<file path="src/rtl/vga_pkg.sv">
// Shared geometry and game-state encoding for the ball/pad video pipeline.
// Latency: none (constants and types only). Backpressure: not applicable.
// Used by ball_motion_ctrl and ball_collide; BALL_SPEEDUP_EN is consumed in ball_collide.
package vga_pkg;

    localparam int BALL_SIZE   = 15;
    localparam int PAD_WIDTH   = 10;
    localparam int PAD_HEIGHT  = 100;
    localparam int X_PAD_LEFT  = 30;
    localparam int X_PAD_RIGHT = 760;

    typedef enum logic [1:0] {IDLE, SERVE, PLAY, SCORED} ball_state_t;

endpackage

</file>
<file path="src/rtl/ball_collide.sv">
// Resolves one frame of ball motion: walls, pads and misses, each axis independently.
// Latency: combinational. Backpressure: none, evaluated every cycle and used on the frame tick.
// Optional macro BALL_SPEEDUP_EN: each pad hit increases |dx| by one up to MAX_SPEED_X.
module ball_collide
    import vga_pkg::*;
#(
    parameter int FIELD_W     = 800,
    parameter int FIELD_H     = 600,
    parameter int SPEED_Y     = 3,
    parameter int MAX_SPEED_X = 10
) (
    input  logic [10:0]       x,
    input  logic [9:0]        y,
    input  logic signed [5:0] dx,
    input  logic signed [5:0] dy,
    input  logic [9:0]        y_pad_left,
    input  logic [9:0]        y_pad_right,
    output logic [10:0]       x_nxt,
    output logic [9:0]        y_nxt,
    output logic signed [5:0] dx_nxt,
    output logic signed [5:0] dy_nxt,
    output logic              out_left,
    output logic              out_right
);

    localparam logic signed [11:0] BS     = 12'(BALL_SIZE);
    localparam logic signed [11:0] PH     = 12'(PAD_HEIGHT);
    localparam logic signed [11:0] L_EDGE = 12'(X_PAD_LEFT + PAD_WIDTH);
    localparam logic signed [11:0] R_EDGE = 12'(X_PAD_RIGHT);
    localparam logic signed [11:0] W1     = 12'(FIELD_W - 1);
    localparam logic signed [11:0] H1     = 12'(FIELD_H - 1);
    localparam logic [5:0]         VMAX   = 6'(MAX_SPEED_X);

    logic signed [11:0] xs, ys, nx, ny, pl, pr;
    logic [5:0]         mag, mag_hit;
    logic               hit_left, hit_right;

    always_comb begin
        xs = signed'({1'b0, x});
        ys = signed'({2'b00, y});
        pl = signed'({2'b00, y_pad_left});
        pr = signed'({2'b00, y_pad_right});
        nx = xs + {{6{dx[5]}}, dx};
        ny = ys + {{6{dy[5]}}, dy};
        mag = dx[5] ? 6'(-dx) : 6'(dx);
`ifdef BALL_SPEEDUP_EN
        mag_hit = (mag >= VMAX) ? VMAX : mag + 6'd1;
`else
        mag_hit = (mag > VMAX) ? VMAX : mag;
`endif

        // Overlap uses the current y so the pad test matches what was on screen last frame.
        hit_left  = dx[5] && (xs > L_EDGE) && (nx <= L_EDGE)
                 && (ys + BS >= pl) && (ys <= pl + PH);
        hit_right = !dx[5] && (dx != 6'sd0) && (xs + BS < R_EDGE) && (nx + BS >= R_EDGE)
                 && (ys + BS >= pr) && (ys <= pr + PH);

        y_nxt  = ny[9:0];
        dy_nxt = dy;
        if (ny <= 12'sd0) begin
            y_nxt  = '0;
            dy_nxt = 6'(SPEED_Y);
        end else if (ny + BS >= H1) begin
            y_nxt  = 10'(FIELD_H - 1 - BALL_SIZE);
            dy_nxt = -6'(SPEED_Y);
        end

        x_nxt     = nx[10:0];
        dx_nxt    = dx;
        out_left  = 1'b0;
        out_right = 1'b0;
        if (hit_left) begin
            x_nxt  = 11'(X_PAD_LEFT + PAD_WIDTH + 1);
            dx_nxt = signed'(mag_hit);
        end else if (hit_right) begin
            x_nxt  = 11'(X_PAD_RIGHT - BALL_SIZE - 1);
            dx_nxt = -signed'(mag_hit);
        end else if (nx <= 12'sd0) begin
            x_nxt    = '0;
            out_left = 1'b1;
        end else if (nx + BS >= W1) begin
            x_nxt     = 11'(FIELD_W - 1 - BALL_SIZE);
            out_right = 1'b1;
        end
    end

endmodule

</file>
<file path="src/rtl/ball_motion_ctrl.sv">
// Per-frame ball game logic: serve/play/score FSM, frame counter and ball position registers.
// Latency: outputs update one clk after vblnk rises and hold for the frame. Backpressure: none.
// Optional macro BALL_SPEEDUP_EN (see ball_collide) enables pad-hit speed-up.
module ball_motion_ctrl
    import vga_pkg::*;
#(
    parameter int FIELD_W      = 800,
    parameter int FIELD_H      = 600,
    parameter int SPEED_X      = 4,
    parameter int SPEED_Y      = 3,
    parameter int MAX_SPEED_X  = 10,
    parameter int SERVE_FRAMES = 60,
    parameter int HOLD_FRAMES  = 90
) (
    input  logic        clk,
    input  logic        rst,
    input  logic        vblnk,
    input  logic        serve,
    input  logic [9:0]  y_pad_left,
    input  logic [9:0]  y_pad_right,
    output logic [10:0] x_ball,
    output logic [9:0]  y_ball,
    output logic        point_left,
    output logic        point_right,
    output logic        in_play
);

    localparam logic [10:0]        X_CTR = 11'((FIELD_W - BALL_SIZE) / 2);
    localparam logic [9:0]         Y_CTR = 10'((FIELD_H - BALL_SIZE) / 2);
    localparam logic signed [5:0]  DX0   = 6'(SPEED_X);
    localparam logic signed [5:0]  DY0   = 6'(SPEED_Y);

    ball_state_t        state_q, state_d;
    logic [6:0]         cnt_q, cnt_d;
    logic [10:0]        x_q, x_d, cx;
    logic [9:0]         y_q, y_d, cy;
    logic signed [5:0]  dx_q, dx_d, dy_q, dy_d, cdx, cdy;
    logic               vblnk_q, tick, c_out_left, c_out_right, pl_d, pr_d;

    assign tick = vblnk & ~vblnk_q;

    ball_collide #(
        .FIELD_W(FIELD_W), .FIELD_H(FIELD_H), .SPEED_Y(SPEED_Y), .MAX_SPEED_X(MAX_SPEED_X)
    ) u_collide (
        .x(x_q), .y(y_q), .dx(dx_q), .dy(dy_q),
        .y_pad_left(y_pad_left), .y_pad_right(y_pad_right),
        .x_nxt(cx), .y_nxt(cy), .dx_nxt(cdx), .dy_nxt(cdy),
        .out_left(c_out_left), .out_right(c_out_right)
    );

    always_comb begin
        state_d = state_q;
        cnt_d   = cnt_q;
        x_d     = x_q;
        y_d     = y_q;
        dx_d    = dx_q;
        dy_d    = dy_q;
        pl_d    = 1'b0;
        pr_d    = 1'b0;
        if (tick) begin
            case (state_q)
                IDLE: if (serve) begin
                    state_d = SERVE;
                    cnt_d   = '0;
                end
                SERVE: if (cnt_q == 7'(SERVE_FRAMES - 1)) begin
                    state_d = PLAY;
                    cnt_d   = '0;
                end else begin
                    cnt_d = cnt_q + 7'd1;
                end
                PLAY: begin
                    x_d  = cx;
                    y_d  = cy;
                    dx_d = cdx;
                    dy_d = cdy;
                    pr_d = c_out_left;
                    pl_d = c_out_right;
                    if (c_out_left || c_out_right) begin
                        state_d = SCORED;
                        cnt_d   = '0;
                    end
                end
                SCORED: if (cnt_q == 7'(HOLD_FRAMES - 1)) begin
                    state_d = SERVE;
                    cnt_d   = '0;
                    x_d     = X_CTR;
                    y_d     = Y_CTR;
                    // Frozen ball sits at x=0 only if the left player conceded.
                    dx_d    = (x_q == '0) ? -DX0 : DX0;
                end else begin
                    cnt_d = cnt_q + 7'd1;
                end
                default: state_d = IDLE;
            endcase
        end
    end

    always_ff @(posedge clk) begin
        if (rst) begin
            state_q     <= IDLE;
            cnt_q       <= '0;
            x_q         <= X_CTR;
            y_q         <= Y_CTR;
            dx_q        <= DX0;
            dy_q        <= DY0;
            vblnk_q     <= 1'b1;  // a vblnk already high at release is not a new frame
            point_left  <= 1'b0;
            point_right <= 1'b0;
        end else begin
            state_q     <= state_d;
            cnt_q       <= cnt_d;
            x_q         <= x_d;
            y_q         <= y_d;
            dx_q        <= dx_d;
            dy_q        <= dy_d;
            vblnk_q     <= vblnk;
            point_left  <= pl_d;
            point_right <= pr_d;
        end
    end

    assign x_ball  = x_q;
    assign y_ball  = y_q;
    assign in_play = (state_q == PLAY);

endmodule

</file>
<file path="config.mk">
export PLATFORM = sky130hd
export DESIGN_NAME = ball_motion_ctrl
export DESIGN_NICKNAME = d
export VERILOG_FILES = /design/src/rtl/vga_pkg.sv /design/src/rtl/ball_collide.sv /design/src/rtl/ball_motion_ctrl.sv
export SDC_FILE = /design/constraint.sdc
export NUM_CORES = 1
export LEC_CHECK = 0
export BUFFER_PORTS_ARGS = -buffer_cell sky130_fd_sc_hd__buf_4
export CORE_MARGIN = 2
export CORE_UTILIZATION = 45
export CTS_CLUSTER_DIAMETER = 120
export DETAILED_ROUTE_END_ITERATION = 16
export GPL_ROUTABILITY_DRIVEN = 0
export HOLD_SLACK_MARGIN = 0.02
export MAX_ROUTING_LAYER = met4
export PLACE_DENSITY = 0.64
export SETUP_SLACK_MARGIN = 0.15
export SKIP_LAST_GASP = 1
export SYNTH_ARGS = -nofsm -noshare
export SYNTH_HDL_FRONTEND = slang
export SYNTH_SLANG_ARGS = --single-unit
</file>
<file path="constraint.sdc">
create_clock -name clk -period 4 [get_ports clk]
set_input_delay 0.8 -clock clk [delete_from_list [all_inputs] [get_ports clk]]
set_output_delay 0.8 -clock clk [all_outputs]
set_load 0.005 [all_outputs]
</file>
==> flow_metrics.py <==
metrics = {
    "status": {
        "status": "completed",
    },
    "clock_network": {
        "hold_buffers": 0,
        "clkSlewWorstSetupHoldPaths_ps": 60,
        "h-tree-depth": 2,
        "cts.path.max_buffers": 2,
        "cts-root-buf": "clkbuf_16",
        "clk_latency_ps": 280,
        "clock_sinks": 41,
        "cts_tree": "built",
        "cts_buffers": 5,
    },
    "detailed_routing": {
        "first_pass_iters": 5,
        "dr_wl_met3_um": 669,
        "num_vias": 5597,
        "wl_met1_um": 7606,
        "highest_layer": "met4",
        "drt-vias-per-instance": 6.130,
        "wl_met2_um": 7243,
        "wire_per_inst_um": 17.17,
        "drc_errors": 0,
        "wirelength_um": 15680,
        "ant_nets": 0,
        "drt_iter0_markers": 421,
    },
    "die": {
        "die_x_um": 114.2,
        "initial_core_util_pct": 45.86,
        "pin_count": 48,
        "coreArea_um2": 11910,
        "die_area_um2": 13040,
        "rows": 40,
        "die_h_um": 114.2,
    },
    "synthesis": {
        "synth_nets": 806,
        "yosysWarningCount": 0,
        "synth_top_cell_by_area": "ha_1",
        "synth_cell_types": 89,
        "syn_avg_cell_area_um2": 7.760,
        "yosysTopAreaCellShare_pct": 17.41,
        "syn_inst": 704,
        "synth_async_sr_flop_share_pct": 0,
        "ys_seq_area_share_pct": 15.03,
        "synthFlopType": "dfxtp_1",
        "synth-edff-count": 0,
        "ys_ff_latch": 41,
        "synth_area_um2": 5463,
        "synthTopCellsByArea": "ha_1 (17%), dfxtp_1 (15%), xnor2_1 (4.3%)",
    },
    "pwr": {
        "combPwrFrac_pct": 13.3,
        "total_power_uw": 1073,
        "p_leak_uw": 0.002763,
        "swShare_pct": 22.57,
        "net-switching-power_uw": 242.1,
        "power.internal_uw": 830.9,
        "p_clk_share_pct": 48.4,
        "ir_drop_v": 0.0002427,
        "pwr-share-seq_pct": 38.3,
        "power_density_nw_per_um2": 169.7,
    },
    "setup_path": {
        "cp-end-kind": "register",
        "arrival_ps": 3790,
        "worstPathMaxFanout": 8,
        "critPathLaunchType": "register",
        "critPathKind": "register to register",
        "critPathRequiredTime_ps": 4160,
    },
    "sta": {
        "tightest_slew_ps": 922.6,
        "rsz0062_at_grt": "false",
        "relSlewSlack_pct": 37.84,
        "finalCritPeriodShare_pct": 90.69,
        "skew_ps": 3.165,
        "slew_viol_final": 0,
        "setup_viol": 0,
        "min_period_ps": 3627,
        "max_freq_ghz": 0.2757,
        "finalHoldViolCount": 0,
        "setup_tns_ps": 0,
    },
    "layout": {
        "final_common_cell": "ha_1",
        "drive_above_1_share_pct": 14.75,
        "final_nets": 867,
        "diodes": 0,
        "syn2layout_area_growth_pct": 15.76,
        "final_cell_mix": "ha_1 (76), buf_4 (74), nor2_1 (53)",
        "n_fill_cell": 1142,
    },
    "min_path": {
        "min_path_type": "register to register",
    },
    "global_routing": {
        "grt_pass1_wl_um": 25430,
        "grt.overflow.total": 0,
        "grt_max_degree": 28,
        "grtUsageTotal_pct": 24.54,
        "antenna_found_initial": 0,
        "grt_pass1_vias": 5189,
    },
    "placement": {
        "portBuffers": 47,
        "hpwl_um": 12520,
    },
    "run": {
        "cap_viol_max_count": 0,
    },
}
==> layer usage <==
layer	global-route usage, %	vias to the layer above
li1	-	2799
met1	33.82	2647
met5	-	-
met4	4.472	0
met3	2.329	15
met2	39.60	136
==> state kept, by name (all words and copies together) (netlist names) <==
register	count
vblnk_q	1
state_q	2
dy_q	2
x_ball	11
cnt_q	7
dx_q	6
y_ball	10
point_left	1
point_right	1
==> metrics by stage <==
stage / std cells / hold WS [ps] / setup slack (ps) / utilization (%) / area [µm²]
final: 913 / 512.9 / 372.5 / 53.09 / 6324
after global placement: 905 / 483.7 / 136.8 / 51.29 / 6110
after global routing: 913 / 517.3 / 160.2 / 53.09 / 6324
after floorplan: 704 / 467.7 / 463.8 / - / 5463
after CTS: 913 / 510.6 / 263.1 / 52.89 / 6300
after detailed placement: 905 / 497.9 / 61.21 / 51.29 / 6110
==> power by group through the flow <==
stage	combinational, µW	clock [µW]	sequential (µW)
after detailed placement	140	0	419
final	143	519	410
after global routing	162	551	410
after CTS	142	527	410
after global placement	137	0	419
after floorplan	89.7	0	419
==> critical path: stages (launching register included) <==
cell	delay, ps
dfxtp_1	330
inv_1	100
ha_1	270
and3_1	180
nor2_1	140
ha_1	270
a21o_1	190
a2111oi_1	400
o21a_1	180
o21ai_0	130
and4_1	260
and2_2	210
buf_4	170
or3_1	340
a211oi_1	210
mux2i_1	110
==> logic make-up (layout without fill, tap and decap cells) <==
| group | after synthesis | after routing | synth area share (%) |
|---|---|---|---|
| and+or+nand+nor | 242 | 242 | 22.93 |
| adders and majority gates | 78 | 78 | 18.14 |
| AOI/OAI and AO/OA | 234 | 234 | 31.45 |
| DFF | 41 | 41 | 15.03 |
| buffers and inverters | 64 | 126 | 4.718 |
| muxes | 13 | 13 | 2.611 |
| xor gates and xnor gates | 32 | 32 | 5.131 |
==> layout make-up <==
class | instances | area, µm² | area share, %
clock buffers | 5 | 125.1 | 1.979
flip-flops and latches | 41 | 822.0 | 13.00
repair buffers | 74 | 555.5 | 8.785
well taps | 147 | 183.9 | 2.909
clock inverters | 3 | 65.06 | 1.029
inverters | 44 | 165.2 | 2.612
multi-input cells | 599 | 4407 | 69.69
==> cells in the mapped netlist (all sizes together), types with 5 or more instances <==
master,number
o21a,20
nand2b,9
inv,44
a211o,5
a31oi,6
o21ai,45
o31ai,7
nand3,31
nor2b,14
buf,8
ha,76
nor3,23
a211oi,15
xor2,5
clkbuf,12
and3,7
o211a,7
o31a,5
mux2,7
nand4,14
a21boi,5
o211ai,8
o2111ai,6
a41oi,7
nor2,53
a21oi,41
and2,7
xnor2,27
nand2,49
dfxtp,41
a2111oi,5
a21o,14
or3,7
nor4,8
mux2i,6
==> path summary, 6_finish.rpt <==
path                                        startpoint                      to  slack, ps  cells after the start
worst max-delay path            y_ball[0]$_SDFFE_PP0P_    dx_q[2]$_SDFFE_PP1P_        370                     15
worst max register to register  y_ball[0]$_SDFFE_PP0P_    dx_q[2]$_SDFFE_PP1P_        370                     15
worst min register to register  y_ball[1]$_SDFFE_PP0P_  y_ball[1]$_SDFFE_PP0P_        510                      2
worst min-delay path            y_ball[1]$_SDFFE_PP0P_  y_ball[1]$_SDFFE_PP0P_        510                      2
==> what timing repair did <==
item                                    in CTS  in global routing
endpoints found under the setup margin       0                 24
gates resized for setup                      0                  8
buffers inserted                             0                  0
(Power assumes the default switching activity.)
